--- config.mk ---
export PLATFORM = sky130hd
export DESIGN_NAME = bitcoin_nonce_search
export DESIGN_NICKNAME = d
export VERILOG_FILES = /design/src/rtl/bitcoin_nonce_search.sv
export SDC_FILE = /design/constraint.sdc
export NUM_CORES = 2
export LEC_CHECK = 0
export BUFFER_PORTS_ARGS = -buffer_cell sky130_fd_sc_hd__buf_2
export CELL_PAD_IN_SITES_DETAIL_PLACEMENT = 1
export CELL_PAD_IN_SITES_GLOBAL_PLACEMENT = 2
export CORE_ASPECT_RATIO = 0.5
export CORE_UTILIZATION = 36
export DETAILED_ROUTE_END_ITERATION = 6
export MAX_ROUTING_LAYER = met4
export PLACE_DENSITY_LB_ADDON = 0.1
export SETUP_SLACK_MARGIN = 0.02
export SLEW_MARGIN = 20
export SYNTH_ARGS = -nofsm -noshare
export SYNTH_HDL_FRONTEND = slang
export SYNTH_SLANG_ARGS = --single-unit
--- constraint.sdc ---
create_clock -name clk -period 7.4 [get_ports clk]
set_clock_uncertainty 0.15 [all_clocks]
set_input_delay 1.48 -clock clk [delete_from_list [all_inputs] [get_ports clk]]
set_output_delay 1.48 -clock clk [all_outputs]
set_load 0.05 [all_outputs]
--- src/rtl/bitcoin_nonce_search.sv ---
// Double SHA-256 nonce sweep over a 19-word header prefix held in shared memory.
// Define TARGET_CMP_EN to stop at the first H0 below target and report that nonce.
module bitcoin_nonce_search #(
   parameter int          NUM_NONCES = 16,
   parameter logic [31:0] NONCE_BASE = 32'h0
) (
   input  logic        clk,
   input  logic        reset_n,
   input  logic        start,
   input  logic [15:0] message_addr,
   input  logic [15:0] output_addr,
   input  logic [31:0] target,
   output logic        done,
   output logic        found,
   output logic [31:0] found_nonce,
   output logic        mem_clk,
   output logic        mem_we,
   output logic [15:0] mem_addr,
   output logic [31:0] mem_write_data,
   input  logic [31:0] mem_read_data
);
   typedef enum logic [3:0] {
      S_IDLE, S_READ, S_BLK1, S_ADD1, S_BLK2, S_ADD2, S_BLK3, S_ADD3, S_WRITE, S_DONE
   } state_t;

   localparam logic [15:0] LP_NUM = 16'(NUM_NONCES);

   localparam logic [31:0] LP_K [64] = '{
      32'h428a2f98, 32'h71374491, 32'hb5c0fbcf, 32'he9b5dba5, 32'h3956c25b, 32'h59f111f1, 32'h923f82a4, 32'hab1c5ed5,
      32'hd807aa98, 32'h12835b01, 32'h243185be, 32'h550c7dc3, 32'h72be5d74, 32'h80deb1fe, 32'h9bdc06a7, 32'hc19bf174,
      32'he49b69c1, 32'hefbe4786, 32'h0fc19dc6, 32'h240ca1cc, 32'h2de92c6f, 32'h4a7484aa, 32'h5cb0a9dc, 32'h76f988da,
      32'h983e5152, 32'ha831c66d, 32'hb00327c8, 32'hbf597fc7, 32'hc6e00bf3, 32'hd5a79147, 32'h06ca6351, 32'h14292967,
      32'h27b70a85, 32'h2e1b2138, 32'h4d2c6dfc, 32'h53380d13, 32'h650a7354, 32'h766a0abb, 32'h81c2c92e, 32'h92722c85,
      32'ha2bfe8a1, 32'ha81a664b, 32'hc24b8b70, 32'hc76c51a3, 32'hd192e819, 32'hd6990624, 32'hf40e3585, 32'h106aa070,
      32'h19a4c116, 32'h1e376c08, 32'h2748774c, 32'h34b0bcb5, 32'h391c0cb3, 32'h4ed8aa4a, 32'h5b9cca4f, 32'h682e6ff3,
      32'h748f82ee, 32'h78a5636f, 32'h84c87814, 32'h8cc70208, 32'h90befffa, 32'ha4506ceb, 32'hbef9a3f7, 32'hc67178f2
   };
   localparam logic [31:0] LP_IV [8] = '{
      32'h6a09e667, 32'hbb67ae85, 32'h3c6ef372, 32'ha54ff53a,
      32'h510e527f, 32'h9b05688c, 32'h1f83d9ab, 32'h5be0cd19
   };

   function automatic logic [31:0] f_rotr(input logic [31:0] x, input int unsigned n);
      return (x >> n) | (x << (32 - n));
   endfunction

   state_t      r_state, w_next;
   logic [5:0]  r_cnt, w_rd_idx;
   logic [15:0] r_idx;
   logic [31:0] r_nonce, r_h0, w_blk2_nonce, w_t1, w_t2, w_wnew;
   logic [31:0] r_w [16];
   logic [31:0] r_v [8];
   logic [31:0] r_mid [8];
   logic [31:0] r_tail [3];
   logic [31:0] w_blk2 [16];
   logic [31:0] w_sum_iv [8];
   logic [31:0] w_sum_mid [8];
   logic        r_done, w_stop;

   assign mem_clk = clk;
   assign done    = r_done;

`ifdef TARGET_CMP_EN
   logic        r_found;
   logic [31:0] r_found_nonce;

   always_ff @(posedge clk or negedge reset_n) begin
      if (!reset_n) begin
         r_found       <= 1'b0;
         r_found_nonce <= '0;
      end else if ((r_state == S_IDLE || r_state == S_DONE) && start) begin
         r_found       <= 1'b0;
         r_found_nonce <= '0;
      end else if (r_state == S_ADD3 && w_sum_iv[0] < target) begin
         r_found       <= 1'b1;
         r_found_nonce <= r_nonce;
      end
   end

   assign found       = r_found;
   assign found_nonce = r_found_nonce;
   assign w_stop      = r_found;
`else
   logic w_unused_target;
   assign w_unused_target = ^target;
   assign found           = 1'b0;
   assign found_nonce     = '0;
   assign w_stop          = 1'b0;
`endif

   // One SHA-256 round plus the next schedule word from the 16-word window.
   always_comb begin
      w_t1 = r_v[7] + (f_rotr(r_v[4], 6) ^ f_rotr(r_v[4], 11) ^ f_rotr(r_v[4], 25))
           + ((r_v[4] & r_v[5]) ^ (~r_v[4] & r_v[6])) + LP_K[r_cnt] + r_w[0];
      w_t2 = (f_rotr(r_v[0], 2) ^ f_rotr(r_v[0], 13) ^ f_rotr(r_v[0], 22))
           + ((r_v[0] & r_v[1]) ^ (r_v[0] & r_v[2]) ^ (r_v[1] & r_v[2]));
      w_wnew = (f_rotr(r_w[14], 17) ^ f_rotr(r_w[14], 19) ^ (r_w[14] >> 10)) + r_w[9]
             + (f_rotr(r_w[1], 7) ^ f_rotr(r_w[1], 18) ^ (r_w[1] >> 3)) + r_w[0];
      w_rd_idx = r_cnt - 6'd1;
      // WRITE preloads the following nonce's second block.
      w_blk2_nonce = (r_state == S_WRITE) ? r_nonce + 32'd1 : r_nonce;
      for (int unsigned k = 0; k < 16; k++) w_blk2[k] = '0;
      w_blk2[0]  = r_tail[0];
      w_blk2[1]  = r_tail[1];
      w_blk2[2]  = r_tail[2];
      w_blk2[3]  = w_blk2_nonce;
      w_blk2[4]  = 32'h80000000;
      w_blk2[15] = 32'd640;
      for (int unsigned k = 0; k < 8; k++) begin
         w_sum_iv[k]  = LP_IV[k] + r_v[k];
         w_sum_mid[k] = r_mid[k] + r_v[k];
      end
   end

   always_ff @(posedge clk or negedge reset_n) begin
      if (!reset_n) r_state <= S_IDLE;
      else          r_state <= w_next;
   end

   always_comb begin
      w_next         = r_state;
      mem_we         = 1'b0;
      mem_addr       = '0;
      mem_write_data = '0;
      case (r_state)
         S_IDLE, S_DONE: if (start) w_next = S_READ;
         S_READ: begin
            if (r_cnt < 6'd19) mem_addr = message_addr + {10'd0, r_cnt};
            if (r_cnt == 6'd19) w_next = S_BLK1;
         end
         S_BLK1: if (r_cnt == 6'd63) w_next = S_ADD1;
         S_ADD1: w_next = S_BLK2;
         S_BLK2: if (r_cnt == 6'd63) w_next = S_ADD2;
         S_ADD2: w_next = S_BLK3;
         S_BLK3: if (r_cnt == 6'd63) w_next = S_ADD3;
         S_ADD3: w_next = S_WRITE;
         S_WRITE: begin
            mem_we         = 1'b1;
            mem_addr       = output_addr + r_idx;
            mem_write_data = r_h0;
            w_next         = (r_idx + 16'd1 == LP_NUM || w_stop) ? S_DONE : S_BLK2;
         end
         default: w_next = S_IDLE;
      endcase
   end

   always_ff @(posedge clk or negedge reset_n) begin
      if (!reset_n) begin
         r_cnt   <= '0;
         r_idx   <= '0;
         r_nonce <= '0;
         r_h0    <= '0;
         r_done  <= 1'b0;
         for (int unsigned k = 0; k < 16; k++) r_w[k] <= '0;
         for (int unsigned k = 0; k < 8; k++) begin
            r_v[k]   <= '0;
            r_mid[k] <= '0;
         end
         for (int unsigned k = 0; k < 3; k++) r_tail[k] <= '0;
      end else begin
         case (r_state)
            S_IDLE, S_DONE: begin
               if (start) begin
                  r_cnt   <= '0;
                  r_idx   <= '0;
                  r_nonce <= NONCE_BASE;
                  r_done  <= 1'b0;
               end else if (r_state == S_DONE) begin
                  r_done <= 1'b1;
               end
            end
            S_READ: begin
               r_cnt <= (r_cnt == 6'd19) ? '0 : r_cnt + 6'd1;
               for (int unsigned k = 0; k < 8; k++) r_v[k] <= LP_IV[k];
               // Data for the address issued last cycle is on the bus now.
               if (r_cnt != '0) begin
                  if (w_rd_idx < 6'd16) begin
                     for (int unsigned k = 0; k < 15; k++) r_w[k] <= r_w[k+1];
                     r_w[15] <= mem_read_data;
                  end else begin
                     r_tail[w_rd_idx[1:0]] <= mem_read_data;
                  end
               end
            end
            S_BLK1, S_BLK2, S_BLK3: begin
               r_cnt  <= r_cnt + 6'd1;
               r_v[0] <= w_t1 + w_t2;
               r_v[1] <= r_v[0];
               r_v[2] <= r_v[1];
               r_v[3] <= r_v[2];
               r_v[4] <= r_v[3] + w_t1;
               r_v[5] <= r_v[4];
               r_v[6] <= r_v[5];
               r_v[7] <= r_v[6];
               for (int unsigned k = 0; k < 15; k++) r_w[k] <= r_w[k+1];
               r_w[15] <= w_wnew;
            end
            S_ADD1: begin
               for (int unsigned k = 0; k < 8; k++) begin
                  r_mid[k] <= w_sum_iv[k];
                  r_v[k]   <= w_sum_iv[k];
               end
               for (int unsigned k = 0; k < 16; k++) r_w[k] <= w_blk2[k];
            end
            S_ADD2: begin
               for (int unsigned k = 0; k < 8; k++) begin
                  r_w[k] <= w_sum_mid[k];
                  r_v[k] <= LP_IV[k];
               end
               r_w[8] <= 32'h80000000;
               for (int unsigned k = 9; k < 15; k++) r_w[k] <= '0;
               r_w[15] <= 32'd256;
            end
            S_ADD3: r_h0 <= w_sum_iv[0];
            S_WRITE: begin
               r_idx   <= r_idx + 16'd1;
               r_nonce <= r_nonce + 32'd1;
               for (int unsigned k = 0; k < 8; k++) r_v[k] <= r_mid[k];
               for (int unsigned k = 0; k < 16; k++) r_w[k] <= w_blk2[k];
            end
            default: ;
         endcase
      end
   end
endmodule

==> results.json <==
{
  "status": "finished with violations",
  "violations": "DRC, setup timing",
  "synth_top_cell_by_area": "dfrtp_1",
  "gp_congestion": 0.963,
  "grt_max_degree": 154,
  "yosysSeqAreaShare_pct": 34.9,
  "cpPeakStageDelay_ns": 0.53,
  "port_buffers": 117,
  "ant_nets": 0,
  "drtIter0Drc": 8628,
  "design.die.area_um2": 244000,
  "synth-async-reset-ratio_pct": 100,
  "core_um2": 240000,
  "post-route-cell-area_um2": 102000,
  "timing.final.crit_share_pct": 104,
  "fmax_mhz": 129,
  "crit_start": "r_v[108]$_DFFE_PN0P_",
  "hp-class": "in -> async",
  "ys_warn_count": 0,
  "ff2ff_setup_slack_ns": -0.33,
  "io_pins": 183,
  "die-width_um": 697,
  "initial_core_util_pct": 36.3,
  "cp_max_fo": 3,
  "clock_latency_ns": 0.98,
  "crit_slowest_cell": "fa_1",
  "multi_input_area_um2": 53500,
  "synth-edff-count": 0,
  "setup_violations": 7,
  "vias": 83243,
  "endpoint_kind": "flop",
  "worst_slack_ns": -0.327,
  "syn_avg_cell_area_um2": 8.41,
  "drc": 6,
  "dpl_cell_area_um2": 95600,
  "drv_cap": 0,
  "dp.final_hpwl_um": 327000,
  "grt_pass1_wl_um": 613000,
  "timing.rr.start": "r_v[108]$_DFFE_PN0P_",
  "grt_overflow": 0,
  "rsz0062_at_grt": "yes",
  "finalHoldViolations": 0,
  "cp.arrival_ns": 8.38,
  "fill_cells": 27997,
  "drive_above_1_share_pct": 15.3,
  "final_nets": 11463,
  "wl_um": 431000,
  "track_usage_pct": 35.6,
  "synth_area_um2": 86900,
  "post-route-min-period_ns": 7.73,
  "chipHeight_um": 349,
  "drv_slew": 0,
  "regArea_um2": 30300,
  "cts_tree": "built",
  "worstPathRequired_ns": 8.05,
  "synth_top_flop_cell": "dfrtp_1",
  "rows": 127,
  "ys_ff_latch": 1211,
  "syn_to_final_growth_pct": 17.5,
  "crit_path_frequent_cell": "fa_1",
  "ys_top_cells_by_area": "dfrtp_1, nand2_1, ha_1, xnor2_1, a21oi_1",
  "wl_per_cell_um": 30.6,
  "viasPerCell": 5.90,
  "yosysTopAreaCellShare_pct": 34.9,
  "worstMarginPinSlew_ns": 1.26,
  "cts.clk_slew.worst_paths_ns": 0.07,
  "crit_type": "reg -> reg",
  "cp-start-kind": "flop",
  "antenna_found_initial": 55,
  "grt_pass1_vias": 80915,
  "firstDrtPassIters": 7,
  "max_slew_margin_pct": 15.3,
  "syn_inst": 10330,
  "synthDistinctLibCells": 108
}
## per-stage QoR
stage / setup slack (ns) / TNS [ns] / hold slack (ns) / instances / util (%)
CTS: -0.316 / -1.41 / 0.296 / 14041 / 42.2
floorplan: 0.0330 / 0 / 0.288 / 10362 / -
global route: -0.649 / -4.41 / 0.279 / 14093 / 42.6
finish: -0.327 / -1.08 / 0.267 / 14098 / 42.6
global placement: -0.838 / -7.28 / 0.298 / 13773 / 39.9
detailed placement: -0.934 / -10.21 / 0.305 / 13773 / 39.9
## routing by layer
metal | share of wire (%) | wire, um | up-vias | global-route usage (%)
li1 | - | - | 36899 | -
met1 | 50 | 215000 | 43123 | 54.8
met2 | 39 | 167000 | 2814 | 46.7
met3 | 9.3 | 39900 | 407 | 8.19
met4 | 2.2 | 9300 | 0 | 6.91
met5 | 0 | 0 | - | -
## synth_stat cells, types with 131 or more instances
| cell | count |
|---|---|
| nand3_1 | 378 |
| dfrtp_1 | 1211 |
| nand2_1 | 1472 |
| inv_1 | 485 |
| xor2_1 | 293 |
| clkbuf_1 | 581 |
| a221oi_1 | 195 |
| nor2_1 | 744 |
| fa_1 | 197 |
| a31oi_1 | 138 |
| o21ai_0 | 800 |
| xnor2_1 | 521 |
| a21o_1 | 293 |
| a21oi_1 | 856 |
| ha_1 | 425 |
| nor3_1 | 131 |
## layout make-up
class | instances | share of cell area (%)
antenna | 38 | 0.0931
clock buffer | 210 | 4.15
timing repair buffer | 974 | 7.54
inverter | 492 | 1.83
clock inverter | 31 | 0.416
sequential | 1211 | 29.7
tap | 3225 | 3.95
multi-input combinational | 7917 | 52.4
## cell families after synthesis
logic type               synth area share, %
AO/OA/AOI/OAI                           22.8
flip-flops                              34.9
AND/OR/NAND/NOR                         15.9
multiplexers                            2.03
XOR/XNOR                                8.20
adder cells (fa/ha/maj)                 10.7
buffers and inverters                   5.53
other                                0.00431
## registers in the layout, indices dropped and copies added (netlist names)
name and flops:
r_tail 96, r_state 4, done 1, r_h0 32
r_nonce 32, r_cnt 6, r_v 256, r_w 512
r_idx 16, r_mid 256
## critical path: cells and delay by family, from the launching register on
kind	cells	cell delay (ns)
adders and majority gates	7	2.78
xor gates and xnor gates	4	0.67
and+or+nand+nor	5	0.98
buffers and inverters	4	0.39
AOI/OAI and AO/OA	11	2.16
DFF	1	0.42
## cell usage in the layout (no fill, tap or decap), types with 134 or more instances in the layout
cell and instances:
a21o_1 293, a21oi_1 818, a221oi_1 190, a31oi_1 134
buf_4 784, clkbuf_16 148, dfrtp_1 1203, fa_1 192
ha_1 401, inv_1 454, nand2_1 1464, nand3_1 373
nor2_1 716, o21ai_0 753, xnor2_1 507, xor2_1 279
## worst paths after layout
kind | end | depth (start not counted)
worst max-delay path | r_v[253]$_DFFE_PN0P_ | 31
worst min-delay path | r_w[158]$_DFFE_PN0P_ | 1
min in group clk | r_w[66]$_DFFE_PN0P_ | 2
worst max register to register | r_v[253]$_DFFE_PN0P_ | 31
max in group asynchronous | r_w[9]$_DFFE_PN0P_ | 3
worst min register to register | r_w[66]$_DFFE_PN0P_ | 2
## what timing repair did
item | CTS | global route
pin swaps | 78 | 143
hold buffers | 0 | 0
gates resized for setup | 187 | 162
cloned | 0 | 0
endpoints found under the setup margin | 30 | 28
hold endpoints to repair | 0 | 0
buffers inserted | 30 | 30
Power is not shown: default switching activity piles up to over one toggle a cycle in this logic, so the estimate is an artifact.
